`config.mk`:
```
export PLATFORM = sky130hd
export DESIGN_NAME = connect_turn_fsm
export DESIGN_NICKNAME = d
export VERILOG_FILES = /design/src/rtl/connect_turn_fsm.sv
export SDC_FILE = /design/constraint.sdc
export NUM_CORES = 1
export LEC_CHECK = 0
export CAP_MARGIN = 20
export CORE_MARGIN = 2
export CORE_UTILIZATION = 55
export CTS_BUF_LIST = sky130_fd_sc_hd__clkbuf_8
export CTS_CLUSTER_SIZE = 24
export DETAILED_ROUTE_END_ITERATION = 7
export PLACE_DENSITY = 0.91
export REMOVE_ABC_BUFFERS = 1
export SYNTH_ARGS = -nofsm -noshare
export SYNTH_HDL_FRONTEND = slang
export SYNTH_SLANG_ARGS = --single-unit
```
`constraint.sdc`:
```
create_clock -name clk -period 3 [get_ports clk]
set_clock_uncertainty 0.05 [all_clocks]
set_input_delay 0.45 -clock clk [delete_from_list [all_inputs] [get_ports clk]]
set_output_delay 0.45 -clock clk [all_outputs]
set_load 0.01 [all_outputs]
```
`src/rtl/connect_turn_fsm.sv`:
```
// ---------------------------------------------------------------------------
// connect_turn_fsm
//
// Game-control FSM for a Connect-N board. Hands turns round NUM_PLAYERS
// players, asks for a rethrow when a piece is dropped into a full column,
// forfeits a turn when the optional per-turn timer expires, and declares a
// win or a tie. The opening player rotates from one game to the next.
//
// Ports
//   clk           in   clock
//   reset         in   asynchronous, active-high reset
//   start         in   one-cycle pulse; begins a new game from IDLE or END
//   move_valid    in   one-cycle pulse; current player dropped a piece
//   move_ok       in   qualifies move_valid; 0 = column full (illegal move)
//   win_detect    in   win detector result, sampled only in CHECK
//   state         out  00 IDLE, 01 TURN, 10 CHECK, 11 END
//   cur_player    out  index of the player whose turn it is
//   game_status   out  00 playing/idle, 01 win, 10 tie
//   winner        out  winning player, meaningful when game_status = 01
//   move_count    out  accepted moves in the current game
//   throw_again   out  one-cycle pulse: illegal move, same player again
//   turn_skipped  out  one-cycle pulse: turn forfeited by timeout
// ---------------------------------------------------------------------------
module connect_turn_fsm #(
  parameter int NUM_PLAYERS    = 2,
  parameter int PLAYER_W       = 3,
  parameter int MAX_MOVES      = 42,
  parameter int MOVE_W         = 6,
  parameter int TIMEOUT_CYCLES = 0,
  parameter int TMR_W          = 32
) (
  input  logic                clk,
  input  logic                reset,
  input  logic                start,
  input  logic                move_valid,
  input  logic                move_ok,
  input  logic                win_detect,
  output logic [1:0]          state,
  output logic [PLAYER_W-1:0] cur_player,
  output logic [1:0]          game_status,
  output logic [PLAYER_W-1:0] winner,
  output logic [MOVE_W-1:0]   move_count,
  output logic                throw_again,
  output logic                turn_skipped
);

  typedef enum logic [1:0] {
    ST_IDLE  = 2'b00,
    ST_TURN  = 2'b01,
    ST_CHECK = 2'b10,
    ST_END   = 2'b11
  } state_t;

  localparam logic [1:0] GS_PLAY = 2'b00;
  localparam logic [1:0] GS_WIN  = 2'b01;
  localparam logic [1:0] GS_TIE  = 2'b10;

  localparam logic [PLAYER_W-1:0] LAST_PLAYER = PLAYER_W'(NUM_PLAYERS - 1);
  localparam logic [MOVE_W-1:0]   LAST_MOVE   = MOVE_W'(MAX_MOVES);
  localparam bit                  TMO_EN      = (TIMEOUT_CYCLES > 0);
  // Timer value seen in the final allowed cycle of a turn; unused when the
  // timeout is disabled.
  localparam logic [TMR_W-1:0]    TMO_LAST    =
    (TIMEOUT_CYCLES > 0) ? TMR_W'(TIMEOUT_CYCLES - 1) : '0;
  localparam logic [TMR_W-1:0]    TMR_MAX     = '1;

  state_t                state_q,        state_d;
  logic [PLAYER_W-1:0]   cur_player_q,   cur_player_d;
  logic [PLAYER_W-1:0]   first_player_q, first_player_d;
  logic [1:0]            game_status_q,  game_status_d;
  logic [PLAYER_W-1:0]   winner_q,       winner_d;
  logic [MOVE_W-1:0]     move_count_q,   move_count_d;
  logic [TMR_W-1:0]      timer_q,        timer_d;
  logic                  throw_again_q,  throw_again_d;
  logic                  turn_skipped_q, turn_skipped_d;

  // Round-robin advance; indices at or above NUM_PLAYERS are never produced.
  function automatic logic [PLAYER_W-1:0] next_player(input logic [PLAYER_W-1:0] p);
    return (p == LAST_PLAYER) ? '0 : p + PLAYER_W'(1);
  endfunction

  // ------------------------------------------------------------------
  // State register
  // ------------------------------------------------------------------
  always_ff @(posedge clk or posedge reset) begin
    if (reset) begin
      state_q        <= ST_IDLE;
      cur_player_q   <= '0;
      first_player_q <= '0;
      game_status_q  <= GS_PLAY;
      winner_q       <= '0;
      move_count_q   <= '0;
      timer_q        <= '0;
      throw_again_q  <= 1'b0;
      turn_skipped_q <= 1'b0;
    end else begin
      state_q        <= state_d;
      cur_player_q   <= cur_player_d;
      first_player_q <= first_player_d;
      game_status_q  <= game_status_d;
      winner_q       <= winner_d;
      move_count_q   <= move_count_d;
      timer_q        <= timer_d;
      throw_again_q  <= throw_again_d;
      turn_skipped_q <= turn_skipped_d;
    end
  end

  // ------------------------------------------------------------------
  // Next-state logic
  // ------------------------------------------------------------------
  always_comb begin
    state_d        = state_q;
    cur_player_d   = cur_player_q;
    first_player_d = first_player_q;
    game_status_d  = game_status_q;
    winner_d       = winner_q;
    move_count_d   = move_count_q;
    timer_d        = timer_q;
    throw_again_d  = 1'b0;
    turn_skipped_d = 1'b0;

    unique case (state_q)
      ST_IDLE: begin
        if (start) begin
          state_d       = ST_TURN;
          cur_player_d  = first_player_q;
          move_count_d  = '0;
          timer_d       = '0;
          game_status_d = GS_PLAY;
          winner_d      = '0;
        end
      end

      ST_TURN: begin
        // A move in the same cycle the timer runs out still counts.
        if (move_valid) begin
          timer_d = '0;
          if (move_ok) begin
            state_d      = ST_CHECK;
            move_count_d = move_count_q + MOVE_W'(1);
          end else begin
            throw_again_d = 1'b1;
          end
        end else if (TMO_EN && (timer_q == TMO_LAST)) begin
          turn_skipped_d = 1'b1;
          cur_player_d   = next_player(cur_player_q);
          timer_d        = '0;
        end else if (timer_q != TMR_MAX) begin
          timer_d = timer_q + TMR_W'(1);
        end
      end

      ST_CHECK: begin
        // Win is tested before the board-full test so a winning last
        // piece reports a win rather than a tie.
        if (win_detect) begin
          state_d       = ST_END;
          game_status_d = GS_WIN;
          winner_d      = cur_player_q;
        end else if (move_count_q == LAST_MOVE) begin
          state_d       = ST_END;
          game_status_d = GS_TIE;
        end else begin
          state_d      = ST_TURN;
          cur_player_d = next_player(cur_player_q);
        end
      end

      ST_END: begin
        if (start) begin
          // Rotate the opener so consecutive games start with different
          // players.
          first_player_d = next_player(first_player_q);
          state_d        = ST_TURN;
          cur_player_d   = next_player(first_player_q);
          move_count_d   = '0;
          timer_d        = '0;
          game_status_d  = GS_PLAY;
          winner_d       = '0;
        end
      end

      default: state_d = ST_IDLE;
    endcase
  end

  assign state        = state_q;
  assign cur_player   = cur_player_q;
  assign game_status  = game_status_q;
  assign winner       = winner_q;
  assign move_count   = move_count_q;
  assign throw_again  = throw_again_q;
  assign turn_skipped = turn_skipped_q;

endmodule

```
==> impl_metrics.py <==
metrics = {
    "global_route": {
        "track_usage_pct": 20.7,
        "grt_overflow_total": 0,
        "grt_pass1_wl_mm": 4.13,
        "antenna_found_initial": 0,
        "grt_max_degree": 21,
        "grt_pass1_vias": 932,
    },
    "job": {
        "cap_viol_max_count": 0,
    },
    "sta": {
        "tightest_slew_ns": 0.741,
        "fmax_mhz": 438,
        "rsz0062_at_grt": "no",
        "slew-limit-headroom_pct": 50.5,
        "drv_slew": 0,
        "final.period_utilization_pct": 76.0,
        "whs_ns": 0.492,
        "fin_crit_ns": 2.28,
        "setup_viol": 0,
        "finalHoldViolations": 0,
        "tns_ns": 0,
        "finalWorstSetupSlack_ns": 0.719,
    },
    "hold_path": {
        "hold_class": "reg2reg",
        "holdPathEnd": "winner[0]$_DFFE_PP0P_",
        "hold_depth": 1,
        "min_from": "winner[0]$_DFFE_PP0P_",
    },
    "critical_path": {
        "r2r_start": "state[0]$_DFFE_PP0P_",
        "cpPeakStageDelay_ns": 0.55,
        "r2r_setup_slack_ns": 0.72,
        "rr_worst_depth": 6,
        "cp-start-kind": "flip-flop",
        "end_kind": "flip-flop",
        "cp_top_family": "simple AND/OR/NAND/NOR gates",
        "worstPathMaxFanout": 14,
        "cp_num_buf_inv": 1,
        "critPathRequiredTime_ns": 3.13,
        "r2r_end": "move_count[5]$_DFFE_PP0P_",
        "worst_path_max_delay_cell": "ha_1",
        "cp_cell_sequence": "inv_1 > ha_1 > nor2_2 > or3_4 > or3_1 > a21oi_1",
        "critPathKind": "reg2reg",
        "cp.arrival_ns": 2.41,
    },
    "cts": {
        "clock_sinks": 20,
        "cts_tree": "built",
        "clk_latency_ns": 0.25,
        "cts_resized": 0,
        "ctsRootBufferMaster": "clkbuf_8",
        "cts_buffers": 3,
        "htreeDepth": 1,
        "clockBufferDepth": 2,
        "clk_pin_slew_ns": 0.07,
        "cts_setup_buffers": 0,
        "cts_hold_buf": 0,
    },
    "synthesis": {
        "syn_inst": 131,
        "yosys_warnings": 0,
        "ys_ff_latch": 20,
        "ys_types": 40,
        "yosys_most_used_dff": "dfrtp_1",
        "syn_avg_cell_area_um2": 9.26,
        "syn_area_um2": 1210,
        "yosysSeqAreaShare_pct": 41.3,
        "ys_async_sr_fraction_pct": 100,
        "synth_edf_count": 0,
    },
    "final_layout": {
        "fill_cells": 156,
        "nets": 165,
        "final_cell_mix": "clkdlybuf4s50_1 (22), dfrtp_1 (20), o21ai_0 (15), nand2_1 (10), inv_1 (9)",
        "area_delta_synth_final_pct": 23.2,
        "antenna_cells": 0,
        "mostFrequentLayoutCell": "clkdlybuf4s50_1",
        "drive_gt1_share_pct": 6.62,
        "finalInstanceArea_um2": 1490,
    },
    "place": {
        "gp_congestion": 0.824,
        "port_buffers": 22,
        "hpwlAfterDp_mm": 1.77,
        "dpl_cell_area_um2": 1440,
        "dp_worst_setup_slack_ns": 0.710,
    },
    "power_and_ir_drop": {
        "p_leak_uw": 0.000634,
        "p_int_uw": 766,
        "p_switching_uw": 542,
        "power_density_nw_per_um2": 875,
        "p_sw_share_pct": 41.4,
        "combPwrFrac_pct": 53.0,
        "p_clk_share_pct": 15.5,
        "p_seq_share_pct": 31.5,
        "vdd_ir_drop_max_mv": 0.589,
    },
    "floorplan": {
        "start_util_pct": 60.0,
        "dieArea_um2": 2600,
        "rows": 16,
        "pin_count": 24,
        "die_w_um": 51.0,
        "core_area_um2": 2020,
        "die_h_um": 51.0,
    },
    "routing": {
        "first_pass_iters": 4,
        "post-route-drc-count": 0,
        "num_vias": 1020,
        "post_drt_via_cell_ratio": 5.73,
        "ant_nets": 0,
        "drt_wl_total_mm": 2.41,
        "wire_per_inst_um": 13.6,
        "drt_iter0_drc": 14,
    },
    "run_status": {
        "outcome": "finished, final reports clean",
    },
}
[logic make-up (layout without fill, tap and decap cells)]
| kind of cell | count (synthesis) | after routing | share of synthesized area [%] |
|---|---|---|---|
| flip-flops | 20 | 20 | 41.3 |
| other | 1 | 1 | 0.309 |
| AND/OR/NAND/NOR | 45 | 45 | 21.1 |
| XOR/XNOR | 7 | 7 | 5.06 |
| buffers and inverters | 15 | 35 | 5.06 |
| adder cells (fa/ha/maj) | 7 | 7 | 7.22 |
| AO/OA/AOI/OAI | 32 | 32 | 16.6 |
| multiplexers | 4 | 4 | 3.41 |
[per-layer routing]
layer / up-vias / global-route usage [%] / wire length (um)
met5: - / 0 / 0
met4: 0 / 4.05 / 8
met3: 2 / 2.63 / 100
met2: 27 / 38.7 / 1200
met1: 492 / 25.1 / 1110
li1: 499 / - / -
[Yosys cell counts, drive strengths merged (2+ instances only)]
cell    count  area (um^2)
a21o        3         22.5
a21oi       3         15.0
a22o        3         26.3
a31oi       2         12.5
buf         3         16.3
clkbuf      3         11.3
dfrtp      20          500
ha          7         87.6
inv         9         33.8
mux2i       3         30.0
nand2      10         37.5
nand2b      3         18.8
nand3       7         35.0
nand4b      2         17.5
nor2        6         25.0
nor2b       3         18.8
nor3b       3         22.5
nor4        2         12.5
o21ai      15         75.1
or2         2         12.5
or3         2         17.5
xnor2       6         52.6
[cell type report]
class | instances | area [um^2] | share of cell area (%)
timing repair buffer | 22 | 220 | 14.7
tap | 27 | 33.8 | 2.26
inverter | 9 | 33.8 | 2.26
sequential | 20 | 500 | 33.5
multi-input combinational | 96 | 651 | 43.6
clock buffer | 4 | 55.1 | 3.69
[power by group through the flow]
stage	Sequential, uW	Clock (uW)	Combinational, uW
after global placement	413	0	666
after global routing	424	219	776
after detailed placement	415	0	693
final	412	203	693
after CTS	411	206	700
after floorplan	426	0	458
[registers in the layout (all words and copies together), names as in the netlist]
signal and count:
move_count 6, cur_player 3, first_player_q 3, winner 3
game_status 2, state 2, throw_again 1
[how the worst max path moves through the flow]
| stage | from | end | cells past startpoint |
|---|---|---|---|
| 6_report | state[0]$_DFFE_PP0P_ | move_count[5]$_DFFE_PP0P_ | 6 |
| 5_1_grt | state[0]$_DFFE_PP0P_ | move_count[5]$_DFFE_PP0P_ | 6 |
| 4_1_cts | state[0]$_DFFE_PP0P_ | move_count[5]$_DFFE_PP0P_ | 6 |
| 3_5_place_dp | state[0]$_DFFE_PP0P_ | move_count[5]$_DFFE_PP0P_ | 6 |
| 3_3_place_gp | start | move_count[5]$_DFFE_PP0P_ | 5 |
| 2_1_floorplan | state[0]$_DFFE_PP0P_ | move_count[5]$_DFFE_PP0P_ | 6 |
[metrics by stage]
stage | power (uW) | util, % | std cells
after floorplan | 884 | - | 125
after global placement | 1080 | 71.2 | 174
after detailed placement | 1110 | 71.2 | 174
after CTS | 1320 | 73.9 | 178
after global routing | 1420 | 73.9 | 178
final | 1310 | 73.9 | 178
[worst register-to-register path: stages, from the launching register on]
cell and delay [ns]:
dfrtp_1 0.44, inv_1 0.09, ha_1 0.55, nor2_2 0.14
or3_4 0.43, or3_1 0.35, a21oi_1 0.16
Note: power is estimated with default switching activity, not from simulation.
